$ cat config.mk
export PLATFORM = sky130hd
export DESIGN_NAME = fp_addsub_pipe
export DESIGN_NICKNAME = d
export VERILOG_FILES = /design/src/rtl/fp_addsub_pipe.sv
export SDC_FILE = /design/constraint.sdc
export NUM_CORES = 1
export LEC_CHECK = 0
export ABC_AREA = 1
export ABC_CLOCK_PERIOD_IN_PS = 6650
export CAP_MARGIN = 15
export CORE_AREA = 2 2 244 246
export DETAILED_ROUTE_END_ITERATION = 10
export DIE_AREA = 0 0 246 248
export GPL_ROUTABILITY_DRIVEN = 1
export GPL_TIMING_DRIVEN = 0
export PLACE_DENSITY_LB_ADDON = 0.15
export RECOVER_POWER = 25
export SYNTH_ARGS = -nofsm -noshare
export SYNTH_HDL_FRONTEND = slang
export SYNTH_SLANG_ARGS = --single-unit
$ cat constraint.sdc
create_clock -name clk -period 6.65 [get_ports clk]
set_input_delay 1.33 -clock clk [delete_from_list [all_inputs] [get_ports clk]]
set_output_delay 1.33 -clock clk [all_outputs]
set_load 0.05 [all_outputs]
$ cat src/rtl/fp_addsub_pipe.sv
// fp_addsub_pipe -- four-stage pipelined floating-point adder/subtractor.
//
// Stages (one register bank each, all moving together on 'advance'):
//   S1  unpack, flush denormals, magnitude compare, swap, align shift with sticky
//   S2  signed mantissa add/sub (larger magnitude minus smaller, never negative)
//   S3  carry renormalise or leading-zero normalise, underflow flush to +0
//   S4  round (optional), overflow saturation, pack, flags -> output register
// advance = out_ready || !out_valid, and in_ready = advance, so a full output
// register with a stalled consumer freezes the whole pipe.
//
// Ports:
//   clk        clock, all state on rising edge
//   rst        asynchronous active-high reset
//   in_valid   operand set present          in_ready   operands accepted this cycle
//   f          0 = A+B, 1 = A-B
//   A, B       operands {sign, exponent[EXP_W], fraction[MAN_W]}
//   out_valid  result present               out_ready  consumer accepts result
//   S          result
//   out_ovf    result saturated to infinity
//   out_zero   result is zero
//
// Build option: define FP_ADDSUB_ROUND_EN for round-to-nearest-even in S4;
// left undefined, the result is truncated and guard/round/sticky are dropped.

module fp_addsub_pipe #(
   parameter  int EXP_W = 8,
   parameter  int MAN_W = 23,
   localparam int W     = 1 + EXP_W + MAN_W
) (
   input  logic         clk,
   input  logic         rst,
   input  logic         in_valid,
   output logic         in_ready,
   input  logic         f,
   input  logic [W-1:0] A,
   input  logic [W-1:0] B,
   output logic         out_valid,
   input  logic         out_ready,
   output logic [W-1:0] S,
   output logic         out_ovf,
   output logic         out_zero
);

   localparam int MW  = MAN_W + 4;          // hidden, fraction, guard, round, sticky
   localparam int EW  = EXP_W + 2;          // exponent headroom for +1 carries
   localparam int LZW = $clog2(MW + 1);
   localparam int RW  = MAN_W + 2;          // rounding adder: carry, hidden, fraction
`ifdef FP_ADDSUB_ROUND_EN
   localparam int KEEP = 0;                 // guard/round/sticky carried into S4
`else
   localparam int KEEP = 3;                 // truncation: guard/round/sticky dropped after S3
`endif
   localparam int NW  = MW - KEEP;
   localparam int LSB = NW - 1 - MAN_W;     // position of the fraction LSB in s3_man
   localparam logic [EXP_W-1:0] EXP_ONES = '1;

   typedef enum logic [1:0] {SP_NONE, SP_INF, SP_NAN} special_e;

   logic advance;
   assign advance  = out_ready || !out_valid;
   assign in_ready = advance;

   // ---------------- S1: compare, swap, align ----------------
   logic [EXP_W-1:0] a_exp, b_exp, exp_l, exp_s, exp_diff;
   logic [W-2:0]     a_mag, b_mag;
   logic [MW-1:0]    a_man, b_man, man_l, man_s, man_s_al;
   logic             a_zero, b_zero, a_inf, b_inf, b_sign, swap, sign_l, sub1, sticky1;
   logic             spec_sign1;
   special_e         spec1;

   always_comb begin
      // NOTE: every variable is assigned before any branch reads or skips it, so
      // no path through the block leaves a value to be remembered (no latch).
      a_exp    = A[W-2:MAN_W];
      b_exp    = B[W-2:MAN_W];
      b_sign   = B[W-1] ^ f;
      a_zero   = (a_exp == '0);
      b_zero   = (b_exp == '0);
      a_inf    = (a_exp == EXP_ONES);
      b_inf    = (b_exp == EXP_ONES);
      // Denormals compare and add as true zero
      a_mag    = a_zero ? '0 : A[W-2:0];
      b_mag    = b_zero ? '0 : B[W-2:0];
      a_man    = a_zero ? '0 : {1'b1, A[MAN_W-1:0], 3'b000};
      b_man    = b_zero ? '0 : {1'b1, B[MAN_W-1:0], 3'b000};
      swap     = (b_mag > a_mag);
      exp_l    = swap ? b_exp : a_exp;
      exp_s    = swap ? a_exp : b_exp;
      man_l    = swap ? b_man : a_man;
      man_s    = swap ? a_man : b_man;
      sign_l   = swap ? b_sign : A[W-1];
      sub1     = A[W-1] ^ b_sign;
      exp_diff = exp_l - exp_s;
      sticky1  = 1'b0;
      man_s_al = '0;
      if (int'(exp_diff) >= MW - 1) begin
         // Shift reaches past guard and round: only the sticky bit survives
         man_s_al[0] = |man_s;
      end else begin
         for (int i = 0; i < MW; i++)
            if (i < int'(exp_diff)) sticky1 = sticky1 | man_s[i];
         man_s_al    = man_s >> exp_diff;
         man_s_al[0] = man_s_al[0] | sticky1;
      end
      spec1      = SP_NONE;
      spec_sign1 = 1'b0;
      if (a_inf && b_inf && (A[W-1] != b_sign)) begin
         spec1 = SP_NAN;
      end else if (a_inf) begin
         spec1      = SP_INF;
         spec_sign1 = A[W-1];
      end else if (b_inf) begin
         spec1      = SP_INF;
         spec_sign1 = b_sign;
      end
   end

   logic             s1_valid, s1_sign, s1_sub, s1_spec_sign;
   logic [EXP_W-1:0] s1_exp;
   logic [MW-1:0]    s1_man_l, s1_man_s;
   special_e         s1_spec;

   // ---------------- S2: add / subtract ----------------
   // The swap guarantees man_l >= man_s, so the difference is never negative.
   logic [MW:0] sum2;
   assign sum2 = s1_sub ? ({1'b0, s1_man_l} - {1'b0, s1_man_s})
                        : ({1'b0, s1_man_l} + {1'b0, s1_man_s});

   logic             s2_valid, s2_sign, s2_spec_sign;
   logic [EXP_W-1:0] s2_exp;
   logic [MW:0]      s2_sum;
   special_e         s2_spec;

   // ---------------- S3: normalise ----------------
   logic [LZW-1:0] lz;
   logic [MW-1:0]  norm3;
   logic [EW-1:0]  exp3;
   logic           zero3;

   always_comb begin
      lz = LZW'(MW);
      for (int i = 0; i < MW; i++)
         if (s2_sum[i]) lz = LZW'(MW - 1 - i);
      norm3 = '0;
      exp3  = '0;
      zero3 = 1'b0;
      if (s2_sum[MW]) begin
         // Carry out: shift right one, folding the lost bit into sticky
         norm3 = {s2_sum[MW:2], s2_sum[1] | s2_sum[0]};
         exp3  = EW'(s2_exp) + EW'(1);
      end else if ((s2_sum[MW-1:0] == '0) || (EW'(s2_exp) <= EW'(lz))) begin
         // Exact cancellation, or the normalised exponent would fall below 1
         zero3 = 1'b1;
      end else begin
         norm3 = s2_sum[MW-1:0] << lz;
         exp3  = EW'(s2_exp) - EW'(lz);
      end
   end

   logic           s3_valid, s3_sign, s3_zero, s3_spec_sign;
   logic [EW-1:0]  s3_exp;
   logic [NW-1:0]  s3_man;
   special_e       s3_spec;

   // ---------------- S4: round, pack, flags ----------------
   logic             round_up, ovf4, zero4;
   logic [RW-1:0]    mant4;
   logic [EW-1:0]    exp4;
   logic [MAN_W-1:0] frac4;
   logic [W-1:0]     s4;

   always_comb begin
`ifdef FP_ADDSUB_ROUND_EN
      // Nearest-even: round up above half, or at exactly half when LSB is odd
      round_up = s3_man[2] & (s3_man[1] | s3_man[0] | s3_man[3]);
`else
      round_up = 1'b0;
`endif
      mant4 = {1'b0, s3_man[NW-1:LSB]} + RW'(round_up);
      // A rounding carry means the mantissa became 10.000..0: bump the exponent
      exp4  = s3_exp + EW'(mant4[RW-1]);
      frac4 = mant4[RW-1] ? mant4[MAN_W:1] : mant4[MAN_W-1:0];
      s4    = '0;
      ovf4  = 1'b0;
      zero4 = 1'b0;
      case (s3_spec)
         SP_NAN:  s4 = {1'b0, EXP_ONES, 1'b1, {(MAN_W-1){1'b0}}};
         SP_INF:  s4 = {s3_spec_sign, EXP_ONES, {MAN_W{1'b0}}};
         default: begin
            if (s3_zero) begin
               zero4 = 1'b1;
            end else if (exp4 >= EW'(EXP_ONES)) begin
               s4   = {s3_sign, EXP_ONES, {MAN_W{1'b0}}};
               ovf4 = 1'b1;
            end else begin
               s4 = {s3_sign, exp4[EXP_W-1:0], frac4};
            end
         end
      endcase
   end

   // ---------------- pipeline registers ----------------
   always_ff @(posedge clk or posedge rst) begin
      if (rst) begin
         s1_valid <= 1'b0; s1_sign <= 1'b0; s1_sub <= 1'b0; s1_spec_sign <= 1'b0;
         s1_exp   <= '0;   s1_man_l <= '0;  s1_man_s <= '0; s1_spec <= SP_NONE;
         s2_valid <= 1'b0; s2_sign <= 1'b0; s2_spec_sign <= 1'b0;
         s2_exp   <= '0;   s2_sum  <= '0;   s2_spec <= SP_NONE;
         s3_valid <= 1'b0; s3_sign <= 1'b0; s3_zero <= 1'b0; s3_spec_sign <= 1'b0;
         s3_exp   <= '0;   s3_man  <= '0;   s3_spec <= SP_NONE;
         out_valid <= 1'b0; S <= '0; out_ovf <= 1'b0; out_zero <= 1'b0;
      end else if (advance) begin
         // NOTE: non-blocking assignments so every stage captures the value its
         // predecessor held before this edge, whatever order the lines appear in.
         s1_valid     <= in_valid;
         s1_sign      <= sign_l;
         s1_sub       <= sub1;
         s1_exp       <= exp_l;
         s1_man_l     <= man_l;
         s1_man_s     <= man_s_al;
         s1_spec      <= spec1;
         s1_spec_sign <= spec_sign1;

         s2_valid     <= s1_valid;
         s2_sign      <= s1_sign;
         s2_exp       <= s1_exp;
         s2_sum       <= sum2;
         s2_spec      <= s1_spec;
         s2_spec_sign <= s1_spec_sign;

         s3_valid     <= s2_valid;
         s3_sign      <= s2_sign;
         s3_zero      <= zero3;
         s3_exp       <= exp3;
         s3_man       <= NW'(norm3 >> KEEP);
         s3_spec      <= s2_spec;
         s3_spec_sign <= s2_spec_sign;

         out_valid <= s3_valid;
         if (s3_valid) begin
            S        <= s4;
            out_ovf  <= ovf4;
            out_zero <= zero4;
         end
      end
   end

endmodule

==> results of run 1 <==
worst max-delay path: cells and delay by family:
kind                     cells  cell delay [ns]
AND/OR/NAND/NOR             19             2.40
buffers and inverters        9             1.77
AO/OA/AOI/OAI                4             0.55
adder cells (fa/ha/maj)      2             0.46
XOR/XNOR                     1             0.19
how the worst max path moves through the flow:
stage,start,endpoint,slack [ns],cells past startpoint
after floorplan,rst,S[0]$_DFFE_PP0P_,0.43,1
after global placement,rst,s1_man_s[3]$_DFFE_PP0N_,-2.27,2
after detailed placement,A[27],s1_man_s[15]$_DFFE_PP0N_,-0.99,34
after CTS,A[26],s1_man_s[15]$_DFFE_PP0N_,0.03,35
after global routing,A[27],s1_man_s[0]$_DFFE_PP0N_,-0.005,39
final,A[27],s1_man_s[15]$_DFFE_PP0N_,0.29,35
synth_stat cells, drive strengths merged, types with 25 or more instances:
library cell | instances | share of area (%)
a21oi | 124 | 4.3
nand2 | 578 | 15
nor2 | 190 | 5.2
inv | 250 | 6.5
ha | 65 | 5.6
nand3 | 288 | 10
o22ai | 28 | 1.2
clkbuf | 80 | 2.1
buf | 25 | 1.0
nand4 | 32 | 1.4
dfrtp | 180 | 31
xor2 | 32 | 2.0
o21ai | 241 | 8.4
flip-flops by register name, indices dropped and copies added (netlist names), 2 cells and up:
name,flops
s1_man_l,24
s1_spec,2
s1_exp,8
s3_exp,10
s3_spec,2
s1_man_s,27
s2_spec,2
s2_sum,28
S,32
s2_exp,8
s3_man,23
power breakdown:
group	leakage, nW	internal [W]	switching [W]	total (W)
registers	2.23	0.00153	0.000365	0.00189
logic	5.51	0.00168	0.00358	0.00526
clock network	0.297	0.000579	0.000506	0.00108
total	8.03	0.00379	0.00445	0.00824
cells by family (layout without fill, tap and decap cells):
| group | count (synthesis) | in the layout | synth area share [%] |
|---|---|---|---|
| buffers and inverters | 360 | 500 | 9.75 |
| adder cells (fa/ha/maj) | 66 | 66 | 5.75 |
| AO/OA/AOI/OAI | 434 | 434 | 16.1 |
| AND/OR/NAND/NOR | 1141 | 1141 | 34.6 |
| flip-flops | 180 | 180 | 31.1 |
| XOR/XNOR | 44 | 44 | 2.71 |
metal layers:
layer	wire length, um	vias to the layer above
met2	28400	359
met3	2240	46
met1	27600	7267
li1	-	7632
met5	0	-
met4	1070	0
stage by stage:
stage	hold WS (ns)	worst slack, ns	setup TNS [ns]	utilization, %
2_1_floorplan	0.432	0.433	0	-
3_3_place_gp	0.454	-2.27	-437.79	28.2
3_5_place_dp	0.465	-0.991	-31.42	28.3
4_1_cts	0.484	0.0280	0	29.3
5_1_grt	0.501	-0.00457	-0.00457	29.4
6_report	0.480	0.286	0	29.4
area by class of cell:
class	count	area [um2]	share of cell area (%)
sequential	180	4500	26.2
multi-input combinational	1685	8590	50.0
clock buffer	19	443	2.58
clock inverter	13	163	0.947
timing repair buffer	108	1090	6.35
inverter	255	966	5.62
tap	773	967	5.63
buffer	105	460	2.68
repair_timing:
action | CTS | global route
resized for setup | 6 | 12
setup endpoints to repair | 33 | 26
setup buffers | 0 | 3
pin swaps | 0 | 2
==> flow_summary.ini, run 1 <==
[worst_setup_path]
start_kind = input pin
cp_common_cell = nand2_1
critPathMaxStageDelay_ns = 0.53
r2r_slack_ns = 0.73
r2r_end = s3_man[17]$_DFFE_PP0N_
crit_arrival_ns = 6.74
slowest_stage = clkdlybuf4s50_1
worstSetupPathType = input pin to flop
r2r_cells = 31
crit_path_end_kind = flop
required_ns = 7.03
cp_max_fo = 10
r2r-start = s2_sum[2]$_DFFE_PP0N_

[place]
dp_cells = 3103
place_congestion = 0.915
place.port_buffers = 104
dp_hpwl_um = 49100
place_area_mm2 = 0.0165

[timing]
finalSetupViolCount = 0
final.period_utilization_pct = 95.7
worst_pin_slew_ns = 4.50
relSlewSlack_pct = -200
max_freq_mhz = 157
drv_slew = 112
period_minus_slack_ns = 6.36
skew_ns = 0.0217
hold_viol = 0

[layout]
final_common_cell = nand2_1
fin_cells = 3138
nets = 2487
num_antenna_cells = 0
stdcell_area_mm2 = 0.0172
drive_gt1_share_pct = 5.45
num-fill-cells = 6589
synthToLayoutAreaGrowth_pct = 18.7
final_cell_mix = 567 x nand2_1, 277 x nand3_1, 239 x inv_1, 197 x o21ai_0, 180 x dfrtp_1

[synthesis]
ys_seq_elements = 180
synthesis.area_mm2 = 0.0145
yosysWarnings = 0
post_synth_num_cell_types = 53
ys.flop_type = dfrtp_1
async_reset_ff_share_pct = 100
synthCells = 2225
ys_seq_area_share_pct = 31.1
syn_area_per_cell_um2 = 6.51
synth_nets = 2360
synth-edff-count = 0

[drt]
post_drt_via_cell_ratio = 4.88
wl_per_cell_um = 18.9
vias = 15300
routed_wl_um = 59300
post-route-drc-count = 0
first_pass_iters = 7
first_iter_violations = 1136
postRouteAntennaNets = 0

[hold_path]
min_path_type = flop to flop
min_to = s3_sign$_DFFE_PP0N_
hold_start = s2_sign$_DFFE_PP0N_
whs_path_depth = 2

[floorplanning]
fp.coreArea_mm2 = 0.0585
io_pins = 105
num_rows = 89
dieArea_mm2 = 0.0610
initial_utilization_pct = 24.8
fp.dieH_um = 248
die_w_um = 246

[global_route]
grt_max_degree = 113
grt_pass1_vias = 14700
gr-usage-met3_pct = 2.17
antenna_found_initial = 1
grt.overflow.total = 0
grtUsageTotal_pct = 19.4
grt_use_met1_pct = 26.0
use_met2_pct = 33.1
top_usage_layer = met2
grt_pass1_wl_um = 89900

[power_and_ir_drop]
finalPower_w = 0.00824
ir_worst_vdd_mv = 0.264
p_leak_nw = 8.03
p_per_area_mw_per_mm2 = 479

[clock_tree]
cts_tree = yes
cts.sinks = 180
cts_buffer_depth = 2
cts_buffers = 17
root_buffer = clkbuf_16
clk_pin_slew_worst_paths_ns = 0.08
ctsHoldBuffers = 0
h-tree-depth = 4
worst_skew_pair.late_latency_ns = 0.46

[run_status]
status = finished, violations left
failed_checks = capacitance limit, slew limit

[run]
drv_cap = 1
Power figures use the tool's default switching activity.
==> run 2, diff against run 1 <==
- ABC_CLOCK_PERIOD_IN_PS: 6650 -> not set
==> results of run 2 <==
The final DEF is identical to that of run 1; final timing and power are the same.
